`src/rtl/axi_lite_cmd_arbiter_if.sv`:
```
// ---------------------------------------------------------------------------
// axi_lite_cmd_arbiter_if
// Single-beat command bus between the arbiter and an AXI4-Lite master engine.
//   cmd_valid : request to the master, held high until cmd_done
//   cmd_write : 1 = write, 0 = read
//   cmd_addr  : command address
//   cmd_wdata : write data
//   cmd_rdata : read data from the master, valid with cmd_done
//   cmd_done  : one-cycle completion from the master
// Modports:
//   master : the arbiter side (drives the command, receives completion)
//   slave  : the master-engine side (receives the command, drives completion)
// ---------------------------------------------------------------------------
interface axi_lite_cmd_arbiter_if #(
    parameter int ADDR_W = 32,
    parameter int DATA_W = 64
);
    logic              cmd_valid;
    logic              cmd_write;
    logic [ADDR_W-1:0] cmd_addr;
    logic [DATA_W-1:0] cmd_wdata;
    logic [DATA_W-1:0] cmd_rdata;
    logic              cmd_done;

    modport master (
        output cmd_valid,
        output cmd_write,
        output cmd_addr,
        output cmd_wdata,
        input  cmd_rdata,
        input  cmd_done
    );

    modport slave (
        input  cmd_valid,
        input  cmd_write,
        input  cmd_addr,
        input  cmd_wdata,
        output cmd_rdata,
        output cmd_done
    );
endinterface

```
`src/rtl/axi_lite_cmd_arbiter.sv`:
```
// ---------------------------------------------------------------------------
// axi_lite_cmd_arbiter
// Round-robin arbiter sharing one single-beat command port among N_REQ
// requesters. One transaction at a time: IDLE -> ISSUE -> RELEASE -> IDLE.
// Ports:
//   ACLK, ARESET          : clock, synchronous active-high reset
//   req_valid/req_write   : per-requester request and direction
//   req_addr/req_wdata    : packed per-requester address / write data
//   req_done              : one-hot one-cycle completion pulse
//   req_rdata             : read data of the last completed transaction
//   grant_id              : current/last granted requester
//   busy                  : high in ISSUE and RELEASE
//   cmd                   : command bus to the master (interface, master side)
//   timeout_err           : sticky stall watchdog flag
//   txn_count             : completed transaction counter (wraps)
// All outputs are registered.
// ---------------------------------------------------------------------------
module axi_lite_cmd_arbiter #(
    parameter int  N_REQ   = 4,
    parameter int  ADDR_W  = 32,
    parameter int  DATA_W  = 64,
    parameter int  TIMEOUT = 256,
    localparam int IDX_W   = $clog2(N_REQ),
    localparam int WD_W    = $clog2(TIMEOUT + 1)
) (
    input  logic                      ACLK,
    input  logic                      ARESET,
    input  logic [N_REQ-1:0]          req_valid,
    input  logic [N_REQ-1:0]          req_write,
    input  logic [N_REQ*ADDR_W-1:0]   req_addr,
    input  logic [N_REQ*DATA_W-1:0]   req_wdata,
    output logic [N_REQ-1:0]          req_done,
    output logic [DATA_W-1:0]         req_rdata,
    output logic [IDX_W-1:0]          grant_id,
    output logic                      busy,
    axi_lite_cmd_arbiter_if.master    cmd,
    output logic                      timeout_err,
    output logic [31:0]               txn_count
);

    typedef enum logic [1:0] {
        ST_IDLE    = 2'd0,
        ST_ISSUE   = 2'd1,
        ST_RELEASE = 2'd2
    } state_t;

    state_t state_r;
    state_t state_nxt_s;

    logic [IDX_W-1:0]  ptr_r,        ptr_nxt_s;
    logic              cmd_valid_r,  cmd_valid_nxt_s;
    logic              cmd_write_r,  cmd_write_nxt_s;
    logic [ADDR_W-1:0] cmd_addr_r,   cmd_addr_nxt_s;
    logic [DATA_W-1:0] cmd_wdata_r,  cmd_wdata_nxt_s;
    logic [N_REQ-1:0]  req_done_r,   req_done_nxt_s;
    logic [DATA_W-1:0] req_rdata_r,  req_rdata_nxt_s;
    logic [IDX_W-1:0]  grant_id_r,   grant_id_nxt_s;
    logic              busy_r,       busy_nxt_s;
    logic              timeout_r,    timeout_nxt_s;
    logic [31:0]       txn_count_r,  txn_count_nxt_s;
    logic [WD_W-1:0]   wd_cnt_r,     wd_cnt_nxt_s;

    logic              found_s;
    logic [IDX_W-1:0]  winner_s;
    logic              win_write_s;
    logic [ADDR_W-1:0] win_addr_s;
    logic [DATA_W-1:0] win_wdata_s;

    // (base + off) mod N_REQ; works for non-power-of-two N_REQ
    function automatic logic [IDX_W-1:0] idx_add(input logic [IDX_W-1:0] base,
                                                 input logic [IDX_W-1:0] off);
        logic [IDX_W:0] sum;
        sum = {1'b0, base} + {1'b0, off};
        if (sum >= (IDX_W+1)'(N_REQ)) begin
            sum = sum - (IDX_W+1)'(N_REQ);
        end else begin
            sum = sum;
        end
        return sum[IDX_W-1:0];
    endfunction

    // Round-robin scan: first pending requester at or after the pointer
    always_comb begin
        logic [IDX_W-1:0] cand_v;
        logic             hit_v;
        found_s  = 1'b0;
        winner_s = '0;
        cand_v   = '0;
        hit_v    = 1'b0;
        for (int k = 0; k < N_REQ; k++) begin
            cand_v   = idx_add(ptr_r, IDX_W'(k));
            hit_v    = !found_s && req_valid[cand_v];
            winner_s = hit_v ? cand_v : winner_s;
            found_s  = found_s | hit_v;
        end
    end

    // Select the winning requester's command fields
    always_comb begin
        logic sel_v;
        win_write_s = 1'b0;
        win_addr_s  = '0;
        win_wdata_s = '0;
        sel_v       = 1'b0;
        for (int i = 0; i < N_REQ; i++) begin
            sel_v       = (winner_s == IDX_W'(i));
            win_write_s = sel_v ? req_write[i]                   : win_write_s;
            win_addr_s  = sel_v ? req_addr[i*ADDR_W +: ADDR_W]   : win_addr_s;
            win_wdata_s = sel_v ? req_wdata[i*DATA_W +: DATA_W]  : win_wdata_s;
        end
    end

    // FSM state register
    always_ff @(posedge ACLK) begin
        if (ARESET) begin
            state_r <= ST_IDLE;
        end else begin
            state_r <= state_nxt_s;
        end
    end

    // FSM next-state logic
    always_comb begin
        state_nxt_s = state_r;
        case (state_r)
            ST_IDLE: begin
                if (found_s) begin
                    state_nxt_s = ST_ISSUE;
                end else begin
                    state_nxt_s = ST_IDLE;
                end
            end
            ST_ISSUE: begin
                if (cmd.cmd_done) begin
                    state_nxt_s = ST_RELEASE;
                end else begin
                    state_nxt_s = ST_ISSUE;
                end
            end
            ST_RELEASE: state_nxt_s = ST_IDLE;
            default:    state_nxt_s = ST_IDLE;
        endcase
    end

    // FSM output decode: next values of every registered output
    always_comb begin
        ptr_nxt_s       = ptr_r;
        cmd_valid_nxt_s = cmd_valid_r;
        cmd_write_nxt_s = cmd_write_r;
        cmd_addr_nxt_s  = cmd_addr_r;
        cmd_wdata_nxt_s = cmd_wdata_r;
        req_done_nxt_s  = '0;
        req_rdata_nxt_s = req_rdata_r;
        grant_id_nxt_s  = grant_id_r;
        timeout_nxt_s   = timeout_r;
        txn_count_nxt_s = txn_count_r;
        wd_cnt_nxt_s    = wd_cnt_r;
        busy_nxt_s      = (state_nxt_s != ST_IDLE);
        case (state_r)
            ST_IDLE: begin
                if (found_s) begin
                    cmd_valid_nxt_s = 1'b1;
                    cmd_write_nxt_s = win_write_s;
                    cmd_addr_nxt_s  = win_addr_s;
                    cmd_wdata_nxt_s = win_wdata_s;
                    grant_id_nxt_s  = winner_s;
                    wd_cnt_nxt_s    = '0;
                end else begin
                    cmd_valid_nxt_s = 1'b0;
                end
            end
            ST_ISSUE: begin
                if (cmd.cmd_done) begin
                    req_rdata_nxt_s             = cmd.cmd_rdata;
                    req_done_nxt_s[grant_id_r]  = 1'b1;
                    cmd_valid_nxt_s             = 1'b0;
                    ptr_nxt_s                   = idx_add(grant_id_r, IDX_W'(1));
                    txn_count_nxt_s             = txn_count_r + 32'd1;
                end else begin
                    // Watchdog saturates at TIMEOUT; the flag is sticky
                    if (wd_cnt_r != WD_W'(TIMEOUT)) begin
                        wd_cnt_nxt_s = wd_cnt_r + WD_W'(1);
                    end else begin
                        wd_cnt_nxt_s = wd_cnt_r;
                    end
                    if (wd_cnt_r == WD_W'(TIMEOUT - 1)) begin
                        timeout_nxt_s = 1'b1;
                    end else begin
                        timeout_nxt_s = timeout_r;
                    end
                end
            end
            ST_RELEASE: cmd_valid_nxt_s = 1'b0;
            default:    cmd_valid_nxt_s = 1'b0;
        endcase
    end

    // Output and datapath registers
    always_ff @(posedge ACLK) begin
        if (ARESET) begin
            ptr_r       <= '0;
            cmd_valid_r <= 1'b0;
            cmd_write_r <= 1'b0;
            cmd_addr_r  <= '0;
            cmd_wdata_r <= '0;
            req_done_r  <= '0;
            req_rdata_r <= '0;
            grant_id_r  <= '0;
            busy_r      <= 1'b0;
            timeout_r   <= 1'b0;
            txn_count_r <= 32'd0;
            wd_cnt_r    <= '0;
        end else begin
            ptr_r       <= ptr_nxt_s;
            cmd_valid_r <= cmd_valid_nxt_s;
            cmd_write_r <= cmd_write_nxt_s;
            cmd_addr_r  <= cmd_addr_nxt_s;
            cmd_wdata_r <= cmd_wdata_nxt_s;
            req_done_r  <= req_done_nxt_s;
            req_rdata_r <= req_rdata_nxt_s;
            grant_id_r  <= grant_id_nxt_s;
            busy_r      <= busy_nxt_s;
            timeout_r   <= timeout_nxt_s;
            txn_count_r <= txn_count_nxt_s;
            wd_cnt_r    <= wd_cnt_nxt_s;
        end
    end

    assign cmd.cmd_valid = cmd_valid_r;
    assign cmd.cmd_write = cmd_write_r;
    assign cmd.cmd_addr  = cmd_addr_r;
    assign cmd.cmd_wdata = cmd_wdata_r;
    assign req_done      = req_done_r;
    assign req_rdata     = req_rdata_r;
    assign grant_id      = grant_id_r;
    assign busy          = busy_r;
    assign timeout_err   = timeout_r;
    assign txn_count     = txn_count_r;

endmodule

```
`src/flat_wrapper.sv`:
```
// flat-port wrapper written by rule: the top's interface ports become plain ports
module axi_lite_cmd_arbiter_flat 
#(
    parameter int  N_REQ   = 4,
    parameter int  ADDR_W  = 32,
    parameter int  DATA_W  = 64,
    parameter int  TIMEOUT = 256,
    localparam int IDX_W   = $clog2(N_REQ),
    localparam int WD_W    = $clog2(TIMEOUT + 1)
)
  (ACLK, ARESET, req_valid, req_write, req_addr, req_wdata, req_done, req_rdata, grant_id, busy, timeout_err, txn_count, cmd_cmd_valid, cmd_cmd_write, cmd_cmd_addr, cmd_cmd_wdata, cmd_cmd_rdata, cmd_cmd_done);
  axi_lite_cmd_arbiter_if #(.ADDR_W(ADDR_W), .DATA_W(DATA_W)) cmd_i ();
  input  logic ACLK;
  input  logic ARESET;
  input  logic [N_REQ-1:0] req_valid;
  input  logic [N_REQ-1:0] req_write;
  input  logic [N_REQ*ADDR_W-1:0] req_addr;
  input  logic [N_REQ*DATA_W-1:0] req_wdata;
  output logic [N_REQ-1:0] req_done;
  output logic [DATA_W-1:0] req_rdata;
  output logic [IDX_W-1:0] grant_id;
  output logic busy;
  output logic timeout_err;
  output logic [31:0] txn_count;
  output wire logic [$bits(cmd_i.cmd_valid)-1:0] cmd_cmd_valid;
  output wire logic [$bits(cmd_i.cmd_write)-1:0] cmd_cmd_write;
  output wire logic [$bits(cmd_i.cmd_addr)-1:0] cmd_cmd_addr;
  output wire logic [$bits(cmd_i.cmd_wdata)-1:0] cmd_cmd_wdata;
  input wire logic [$bits(cmd_i.cmd_rdata)-1:0] cmd_cmd_rdata;
  input wire logic [$bits(cmd_i.cmd_done)-1:0] cmd_cmd_done;
  assign cmd_cmd_valid = cmd_i.cmd_valid;
  assign cmd_cmd_write = cmd_i.cmd_write;
  assign cmd_cmd_addr = cmd_i.cmd_addr;
  assign cmd_cmd_wdata = cmd_i.cmd_wdata;
  assign cmd_i.cmd_rdata = cmd_cmd_rdata;
  assign cmd_i.cmd_done = cmd_cmd_done;
  axi_lite_cmd_arbiter #(.N_REQ(N_REQ), .ADDR_W(ADDR_W), .DATA_W(DATA_W), .TIMEOUT(TIMEOUT)) u_core (.ACLK(ACLK), .ARESET(ARESET), .req_valid(req_valid), .req_write(req_write), .req_addr(req_addr), .req_wdata(req_wdata), .req_done(req_done), .req_rdata(req_rdata), .grant_id(grant_id), .busy(busy), .cmd(cmd_i), .timeout_err(timeout_err), .txn_count(txn_count));
endmodule
```
`config.mk`:
```
export PLATFORM = sky130hd
export DESIGN_NAME = axi_lite_cmd_arbiter_flat
export DESIGN_NICKNAME = d
export VERILOG_FILES = /design/src/rtl/axi_lite_cmd_arbiter_if.sv /design/src/rtl/axi_lite_cmd_arbiter.sv /design/src/flat_wrapper.sv
export SDC_FILE = /design/constraint.sdc
export NUM_CORES = 1
export LEC_CHECK = 0
export ABC_AREA = 1
export CAP_MARGIN = 20
export CORE_AREA = 2 2 260 262
export CTS_BUF_LIST = sky130_fd_sc_hd__clkbuf_8
export DETAILED_ROUTE_END_ITERATION = 8
export DIE_AREA = 0 0 262 264
export PLACE_DENSITY = 0.52
export SYNTH_ARGS = -nofsm -noshare
export SYNTH_HDL_FRONTEND = slang
export SYNTH_SLANG_ARGS = --single-unit
```
`constraint.sdc`:
```
create_clock -name ACLK -period 5.43 [get_ports ACLK]
set_input_delay 1.086 -clock ACLK [delete_from_list [all_inputs] [get_ports ACLK]]
set_output_delay 1.086 -clock ACLK [all_outputs]
set_load 0.02 [all_outputs]
```
==> results of run 1 <==
==> how the worst max path moves through the flow <==
stage,cells after the start,slack [ns],start,to
5_1_grt,14,1.39,req_valid[3],u_core.cmd.cmd_wdata[42]
3_3_place_gp,14,1.08,req_valid[1],u_core.cmd.cmd_wdata[42]
4_1_cts,14,1.66,req_valid[2],u_core.cmd.cmd_wdata[42]
6_report,14,1.64,req_valid[2],u_core.cmd.cmd_wdata[1]
2_1_floorplan,13,2.86,req_valid[1],u_core.cmd.cmd_wdata[24]
3_5_place_dp,13,0.99,req_valid[1],u_core.cmd.cmd_wdata[42]
==> cell usage in the layout (no fill, tap or decap), types with 4 or more instances in the layout <==
cell,synthesis,layout
clkdlybuf4s50_1,0,660
nand2_1,333,332
nor2_1,314,314
nand3_1,260,260
dfxtp_1,215,215
o21ai_0,205,205
inv_1,120,134
clkbuf_8,0,54
a21oi_1,53,53
nand3b_1,46,46
nand4_1,42,42
nor3_1,18,18
buf_4,22,16
xor2_1,12,12
or2_2,10,10
ha_1,8,8
nor3b_1,7,7
clkinv_2,0,7
diode_2,0,4
nand2_2,3,4
nor2_4,3,4
buf_12,0,4
==> kinds of logic (layout without fill, tap and decap cells) <==
kind of cell | after synthesis | in the layout
adder cells (fa/ha/maj) | 8 | 8
flip-flops | 215 | 215
AO/OA/AOI/OAI | 264 | 264
buffers and inverters | 250 | 885
AND/OR/NAND/NOR | 1045 | 1045
other | 0 | 4
XOR/XNOR | 15 | 15
==> worst max-delay path, cell delays in order <==
cell and delay, ns:
clkdlybuf4s50_1 0.51, inv_1 0.07, nand2_1 0.06, nand2_1 0.06, nand2_1 0.06, nand2_1 0.11, a21oi_1 0.17, nand2_2 0.41
nand2_8 0.61, buf_12 0.39, nand3_1 0.27, nand3_1 0.18, nor2_1 0.05, nor2_1 0.07
==> cell type report <==
type / instances / area, sq um / share of cell area [%]
Timing Repair Buffer: 680 / 6810 / 34.2
Sequential cell: 215 / 4300 / 21.6
Clock buffer: 54 / 743 / 3.74
Tap cell: 873 / 1090 / 5.49
Multi-Input combinational cell: 1332 / 6260 / 31.5
Clock inverter: 28 / 199 / 1.00
Antenna cell: 4 / 10.0 / 0.0503
Inverter: 123 / 469 / 2.36
==> registers in the layout, indices dropped and copies added, names as in the netlist <==
name and flops:
u_core.busy 1, u_core.cmd.cmd_valid 1, u_core.timeout_err 1, u_core.ptr_r 2, u_core.grant_id 2, u_core.cmd.cmd_wdata 64
u_core.req_done 4, u_core.wd_cnt_r 9, u_core.txn_count 32, u_core.cmd.cmd_addr 32, u_core.state_r 2, u_core.req_rdata 64
u_core.cmd.cmd_write 1
==> through the flow <==
step                      total power [mW]  util, %
after floorplan                       3.65        -
after global placement                5.02     28.4
after detailed placement              5.04     28.4
after CTS                             6.95     29.9
after global routing                  7.28     29.9
final                                 6.79     29.9
==> power breakdown <==
group          internal (mW)  leakage, nW  switching [mW]
clock network           1.01        0.549           0.824
logic                   1.20         5.71            1.77
registers               1.84         1.77           0.155
==> metal layers <==
metal / wire length [microns] / vias up / GRT usage (%)
li1: - / 7119 / -
met1: 23400 / 6694 / 18.5
met2: 32500 / 557 / 32.8
met3: 4920 / 104 / 5.09
met4: 1690 / 4 / 4.99
met5: 27 / - / 0
==> impl_metrics.csv, run 1 <==
group,metric,value,unit
status,status,"complete, no violations",
cts,cts_tree,"done",
yosys,synth-compound-area-share,11.5,%
sta,hold_slack,0.452,ns
setup_path,startpoint_type,"input pin",
yosys,yosys.area_share.simple,40.1,%
grt,grt_pass1_wl,91400,microns
yosys,yosysWarnings,0,
sta,fin_crit_sh,69.9,%
setup_path,reg2reg_slack,1.78,ns
min_path,holdPathStages,2,
sta,fin_crit,3.79,ns
cts,ctsHoldBuffers,0,
floorplan,core_area,0.0666,sq mm
drt,wirelength,62600,microns
yosys,synth_top_family_by_area,"simple AND/OR/NAND/NOR gates",
drt,dr.pass1.iters,5,
setup_path,reg2regPathDepth,13,
setup_path,path_class,"input pin to flop",
final_layout,fin_cells,3309,
yosys,synth_ff_type,"dfxtp_1",
cts,worstSkewPairLatency,0.63,ns
cts,path_clk_slew,0.06,ns
grt,grt_max_degree,109,
yosys,synthArstFlopShare,0,%
cts,cts_num_sinks,215,
sta,setup_viol,0,
yosys,yosysTopAreaCell,"dfxtp_1",
yosys,synth_fp_nets,2264,
cts,cts_repair_resize_count,0,
yosys,synth_commonest_cells,"nand2_1 (333), nor2_1 (314), nand3_1 (260), dfxtp_1 (215), o21ai_0 (205)",
grt,grt.total_usage,17.4,%
sta,fmax,264,MHz
final_layout,final_layout_size_suffix_gt1_share,4.77,%
setup_path,rr_startpoint,"u_core.ptr_r[0]",
floorplan,chipHeight,264,microns
yosys,synth_edf_count,0,
flow_run,drv_cap,0,
yosys,synth_seq_cells,215,
sta,finalClockSkew,0.0481,ns
yosys,synth_adder_area_share,0.860,%
grt,antenna_found_initial,12,
floorplan,row_count,95,
place,gp_congestion,0.885,
place,placedCellCount,3223,
drt,drt_iter0_markers,734,
min_path,hold_class,"flop to flop",
sta,rsz0062_at_grt,"no",
final_layout,final_nets,2864,
setup_path,worstPathRequired,5.97,ns
final_layout,fill_cells,7210,
grt,grt_pass1_vias,14600,
power_and_ir_drop,total_leakage_power,8.03,nW
cts,cts_buffers,45,
floorplan,die_w,262,microns
floorplan,die_area,0.0692,sq mm
yosys,netlist_top_cells_area,"dfxtp_1 (37%), nand3_1 (11%), nand2_1 (11%), nor2_1 (10%), o21ai_0 (8.8%)",
yosys,synth_top_cell_area_share,37.0,%
yosys,syn_inst,1797,
place,hpwl,47600,microns
drt,drtAntennaViolNets,0,
drt,vias_per_cell,4.38,
yosys,synth.avg_cell_area,6.48,sq um
final_layout,area_growth,70.8,%
yosys,synth.most_common_cell,"nand2_1",
place,pre_cts_ws,0.989,ns
drt,vias,14500,
place,placed_area,0.0189,sq mm
sta,slew_headroom,39.5,%
yosys,netlist_area,0.0116,sq mm
floorplan,io_pins,661,
setup_path,arrival,4.33,ns
sta,final_hold_viol_count,0,
grt,overflow,0,
setup_path,cp-end-kind,"flop",
min_path,worstHoldEndpoint,"u_core.timeout_err",
sta,worst_pin_slew,0.908,ns
setup_path,worst-path-max-fanout,102,
yosys,yosysSeqAreaShare,37.0,%
yosys,synth.distinct_cells,33,
place,portBuffers,660,
sta,drv_slew,0,
setup_path,r2r_end,"u_core.cmd.cmd_wdata[1]",
drt,remaining_drc_errors,0,
power_and_ir_drop,ir_drop,0.000180,V
sta,setup_slack,1.64,ns
cts,htreeDepth,2,
cts,clk_path_buf_depth,3,
yosys,muxShareOfSynthArea,0,%
sta,tns,0,ns
cts,post_cts_buffers,0,
final_layout,fin_area,0.0199,sq mm
cts,cts_root_buf,"clkbuf_8",
floorplan,start_util,17.5,%
power_and_ir_drop,power_density,342,mW/mm^2
min_path,hold_path_startpoint,"u_core.timeout_err",
yosys,synth-xor-area-share,1.13,%
drt,wire_per_inst,18.9,microns
Power figures use the tool's default switching activity.
==> inputs of run 2 (changes only) <==
- PLACE_DENSITY: 0.52 -> 0.54
- clock period: 5.43 -> 3.4 ns (I/O delays scaled with it)
==> run 2 against run 1 <==
Net effect:
- worst setup slack got worse by 1.2 ns
- core utilization increased by 0.44 points
- cell count increased by 0.66%
- first-iteration DRC count increased by 5.2%
- combinational power increased by 66%
- via count decreased by 1.3%
- sequential power increased by 62%
- largest cell class unchanged
- largest power group unchanged
==> impl_metrics.csv, run 2 (synthesis results as in run 1) <==
group,metric,value,unit
final_layout,final_cell_mix,"clkdlybuf4s50_1 (660), nand2_1 (332), nor2_1 (314)",
floorplan,io_pins,661,
drt,drtAntennaViolNets,0,
drt,drt_iter0_markers,772,
drt,dr.pass1.iters,5,
place,placed_area,0.0192,sq mm
setup_path,rr_startpoint,"u_core.ptr_r[0]",
sta,tns,0,ns
sta,fin_crit,2.93,ns
floorplan,row_count,95,
grt,antenna_found_initial,7,
setup_path,path_class,"flop to flop",
power_and_ir_drop,ir_drop,0.000273,V
final_layout,final_nets,2888,
setup_path,arrival,3.48,ns
sta,fmax,341,MHz
drt,wire_per_inst,18.8,microns
sta,fin_crit_sh,86.2,%
floorplan,start_util,17.5,%
grt,grt_pass1_vias,14100,
sta,slew_headroom,33.8,%
setup_path,r2r_end,"u_core.cmd.cmd_wdata[11]",
sta,final_hold_viol_count,0,
floorplan,core_area,0.0666,sq mm
min_path,hold_class,"flop to flop",
cts,cts_buffers,46,
power_and_ir_drop,total_power,11.2,mW
final_layout,layout_commonest_cell,"clkdlybuf4s50_1",
setup_path,reg2reg_slack,0.47,ns
cts,clk_path_buf_depth,3,
place,hpwl,47200,microns
cts,cts_num_sinks,215,
min_path,worstHoldEndpoint,"u_core.timeout_err",
cts,path_clk_slew,0.06,ns
grt,overflow,0,
grt,grt_pass1_wl,90800,microns
status,status,"complete, no violations",
cts,cts_root_buf,"clkbuf_8",
final_layout,fin_area,0.0202,sq mm
min_path,hold_path_startpoint,"u_core.timeout_err",
min_path,holdPathStages,2,
setup_path,worst-path-max-fanout,32,
floorplan,die_area,0.0692,sq mm
cts,cts_repair_resize_count,0,
final_layout,final_layout_size_suffix_gt1_share,5.63,%
sta,worst_pin_slew,0.991,ns
grt,grt_max_degree,106,
final_layout,fin_cells,3331,
setup_path,reg2regPathDepth,15,
cts,cts_tree,"done",
drt,remaining_drc_errors,0,
drt,vias,14300,
drt,vias_per_cell,4.29,
floorplan,chipHeight,264,microns
sta,setup_viol,0,
flow_run,drv_cap,0,
sta,finalClockSkew,0.0244,ns
setup_path,worstPathRequired,3.95,ns
cts,post_cts_buffers,0,
sta,drv_slew,0,
floorplan,die_w,262,microns
setup_path,cp-end-kind,"flop",
power_and_ir_drop,total_leakage_power,8.18,nW
setup_path,startpoint_type,"flop",
cts,worstSkewPairLatency,0.62,ns
power_and_ir_drop,power_density,555,mW/mm^2
cts,htreeDepth,2,
place,portBuffers,660,
final_layout,area_growth,73.3,%
drt,wirelength,62500,microns
place,gp_congestion,0.882,
sta,rsz0062_at_grt,"no",
place,placedCellCount,3246,
sta,hold_slack,0.468,ns
cts,ctsHoldBuffers,0,
grt,grt.total_usage,17.5,%
==> run 2: changes by cell type in the layout (fill, tap and decap cells not counted), moves of 4 or more <==
cell,delta
clkbuf_8,+4
buf_4,+16
clkinv_2,-5
buf_12,+7
==> run 2: metrics by stage <==
stage               worst slack, ns  utilization, %
finish                        0.470            30.3
global route                 0.0390            30.3
CTS                           0.415            30.3
detailed placement          -0.0556            28.8
global placement             0.0111            28.8
floorplan                      1.24               -
==> run 2: critical path, cell delays in order (launching register included) <==
cell and delay, ns:
dfxtp_1 0.59, inv_2 0.16, nand2_1 0.10, nand2_1 0.11, nand2_1 0.09, nand2_1 0.06
nor2_2 0.11, nand3_1 0.11, nand2_2 0.13, nand2_8 0.06, nor2_4 0.73, buf_4 0.33
nand2_1 0.07, nand2_1 0.05, nor2_1 0.05, nor2_1 0.09
==> run 2: where the power goes <==
group	total [mW]	switching (mW)	internal (mW)
Combinational	4.92	2.88	2.04
Clock	3.07	1.32	1.75
Sequential	3.22	0.280	2.94
Total	11.2	4.47	6.73
==> run 2: worst max-delay path by stage <==
| stage | startpoint | endpoint | slack [ns] | cells after the start |
|---|---|---|---|---|
| 6_report | u_core.ptr_r[0] | u_core.cmd.cmd_wdata[11] | 0.47 | 15 |
| 5_1_grt | u_core.ptr_r[0] | u_core.cmd.cmd_wdata[16] | 0.04 | 15 |
| 4_1_cts | u_core.ptr_r[0] | u_core.cmd.cmd_addr[10] | 0.41 | 15 |
| 3_5_place_dp | req_valid[1] | u_core.cmd.cmd_wdata[3] | -0.06 | 15 |
| 3_3_place_gp | req_valid[3] | u_core.cmd.cmd_wdata[32] | 0.01 | 15 |
| 2_1_floorplan | req_valid[1] | u_core.cmd.cmd_wdata[31] | 1.24 | 13 |
==> run 2: layout make-up <==
class / count / area (sq um)
inverter: 123 / 469
clock buffer: 58 / 798
fill: 7302 / 46400
multi-input combinational: 1332 / 6260
antenna: 6 / 15.0
timing repair buffer: 703 / 7070
tap: 873 / 1090
sequential: 215 / 4300
clock inverter: 21 / 170
==> run 2: routing by layer <==
| layer | up-vias | GRT usage, % | routed length [microns] |
|---|---|---|---|
| met5 | - | 0 | 12 |
| met4 | 2 | 8.99 | 3060 |
| met3 | 123 | 5.03 | 4970 |
| met2 | 540 | 30.3 | 30700 |
| met1 | 6467 | 19.3 | 23800 |
| li1 | 7156 | - | - |
==> inputs of run 3 (changes only) <==
- PLACE_DENSITY: 0.54 -> 0.52
- clock period: 3.4 -> 3.41 ns (I/O delays scaled with it)
==> run 3 against run 2 <==
Net effect:
- cell area shrank 0.24%
- core utilization shrank 0.071 points
- total power shrank 0.31%
- die area is the same
- sequential power shrank 2%
- non-clock buffer count shrank 14
- register-to-register slack gained 0.26 ns
- clock-buffer cell count grew 2
- highest routed layer unchanged
- global-route usage grew 0.28 points
- routed wire length grew 1.7%
- cell count shrank 0.24%
==> impl_metrics.csv, run 3 (synthesis results as in run 1) <==
group,metric,value,unit
status,status,"complete, no violations",
final_layout,final_nets,2874,
final_layout,final_layout_size_suffix_gt1_share,5.40,%
min_path,hold_class,"flop to flop",
cts,path_clk_slew,0.06,ns
final_layout,layout_commonest_cell,"clkdlybuf4s50_1",
drt,vias,14600,
drt,wirelength,63600,microns
flow_run,drv_cap,0,
setup_path,cp-end-kind,"flop",
sta,setup_viol,0,
cts,worstSkewPairLatency,0.61,ns
power_and_ir_drop,p_switching,4.44,mW
sta,fin_crit,2.68,ns
grt,overflow,0,
grt,grt_max_degree,101,
power_and_ir_drop,p_int,6.73,mW
floorplan,start_util,17.5,%
cts,cts_tree,"done",
power_and_ir_drop,total_leakage_power,8.14,nW
setup_path,arrival,3.22,ns
grt,grt.total_usage,17.8,%
cts,htreeDepth,2,
setup_path,startpoint_type,"flop",
floorplan,die_area,0.0692,sq mm
power_and_ir_drop,power_density,555,mW/mm^2
grt,antenna_found_initial,17,
drt,drt_iter0_markers,817,
grt,grt_pass1_wl,93100,microns
cts,cts_num_sinks,215,
setup_path,endpoint,"u_core.cmd.cmd_wdata[39]",
grt,grt_pass1_vias,14800,
setup_path,path_class,"flop to flop",
drt,remaining_drc_errors,0,
floorplan,chipHeight,264,microns
setup_path,reg2reg_slack,0.73,ns
sta,final_hold_viol_count,0,
setup_path,r2r_end,"u_core.cmd.cmd_wdata[39]",
cts,post_cts_buffers,0,
setup_path,reg2regPathDepth,13,
drt,wire_per_inst,19.1,microns
sta,finalClockSkew,0.0204,ns
setup_path,worst-path-max-fanout,82,
floorplan,core_area,0.0666,sq mm
power_and_ir_drop,power.sequential.fraction,28.4,%
setup_path,crit_start,"u_core.ptr_r[0]",
drt,drtAntennaViolNets,0,
sta,slew_headroom,44.1,%
power_and_ir_drop,switching_share,39.7,%
cts,cts_buffers,46,
sta,drv_slew,0,
floorplan,die_w,262,microns
sta,fin_crit_sh,78.6,%
floorplan,row_count,95,
setup_path,rr_startpoint,"u_core.ptr_r[0]",
floorplan,io_pins,661,
setup_path,worstPathRequired,3.95,ns
drt,vias_per_cell,4.38,
final_layout,final_cell_mix,"clkdlybuf4s50_1 (660), nand2_1 (332), nor2_1 (314)",
sta,tns,0,ns
power_and_ir_drop,ir_drop,0.000265,V
place,portBuffers,660,
sta,hold_slack,0.463,ns
cts,ctsHoldBuffers,0,
place,hpwl,48800,microns
cts,clk_path_buf_depth,3,
place,gp_congestion,0.911,
sta,rsz0062_at_grt,"no",
sta,worst_pin_slew,0.838,ns
power_and_ir_drop,p_clk_share,28.3,%
cts,cts_repair_resize_count,0,
drt,dr.pass1.iters,5,
sta,fmax,373,MHz
power_and_ir_drop,p_comb_share,43.3,%
cts,cts_root_buf,"clkbuf_8",
final_layout,area_growth,72.9,%
-- run 3: cell types whose count changed in the layout (fill, tap and decap cells not counted) --
| cell | delta |
|---|---|
| inv_1 | -3 |
| inv_8 | +1 |
| buf_4 | -13 |
| inv_6 | -2 |
| clkbuf_8 | +2 |
| diode_2 | +1 |
| clkinv_2 | +5 |
| buf_12 | -1 |
| clkinv_8 | +1 |
| inv_12 | +1 |
-- run 3: worst min path at each step --
stage                            start                 end  slack [ns]  cells after the start
global placement    u_core.timeout_err  u_core.timeout_err        0.45                      2
CTS                 u_core.timeout_err  u_core.timeout_err        0.47                      2
detailed placement  u_core.timeout_err  u_core.timeout_err        0.46                      2
floorplan           u_core.wd_cnt_r[0]  u_core.wd_cnt_r[0]        0.47                      2
finish              u_core.timeout_err  u_core.timeout_err        0.46                      2
global route        u_core.timeout_err  u_core.timeout_err        0.52                      2
-- run 3: power by group through the flow --
stage / Combinational, mW / Sequential (mW) / Clock, mW
after floorplan: 2.16 / 3.65 / 0
after global placement: 4.86 / 3.21 / 0
after detailed placement: 4.88 / 3.21 / 0
after CTS: 4.91 / 3.17 / 3.30
after global routing: 5.29 / 3.22 / 3.42
final: 4.83 / 3.17 / 3.16
-- run 3: layout make-up --
| type | instances | area, sq um |
|---|---|---|
| fillers | 7249 | 46400 |
| inverters | 123 | 469 |
| well taps | 873 | 1090 |
| clock buffers | 60 | 826 |
| clock inverters | 24 | 210 |
| repair buffers | 689 | 6950 |
| multi-input cells | 1332 | 6260 |
| flip-flops and latches | 215 | 4300 |
| diodes | 7 | 17.5 |
-- run 3: worst max-delay path: stages, from the launching register on --
cell     delay (ns)
dfxtp_1        0.60
inv_2          0.16
nand2_1        0.10
nand2_1        0.10
nand2_1        0.07
nand2_1        0.10
a21oi_1        0.19
nand2_2        0.12
nand2_8        0.21
buf_12         0.29
nand3_1        0.26
nand3_1        0.17
nor2_1         0.05
nor2_1         0.07
-- run 3: through the flow --
stage	utilization [%]	cell area, sq um	cells	worst slack, ns	power, mW
detailed placement	28.7	19100	3232	0.285	8.09
CTS	30.2	20100	3316	0.688	11.4
floorplan	-	11600	1797	1.25	5.81
global route	30.2	20100	3323	0.457	11.9
finish	30.2	20100	3323	0.730	11.2
global placement	28.7	19100	3232	0.339	8.07
-- run 3: per-layer routing --
layer  global-route usage [%]  wire (microns)
met5                        0              75
met2                     31.6           31800
met3                     5.68            5450
met1                     19.0           23700
met4                     8.17            2580
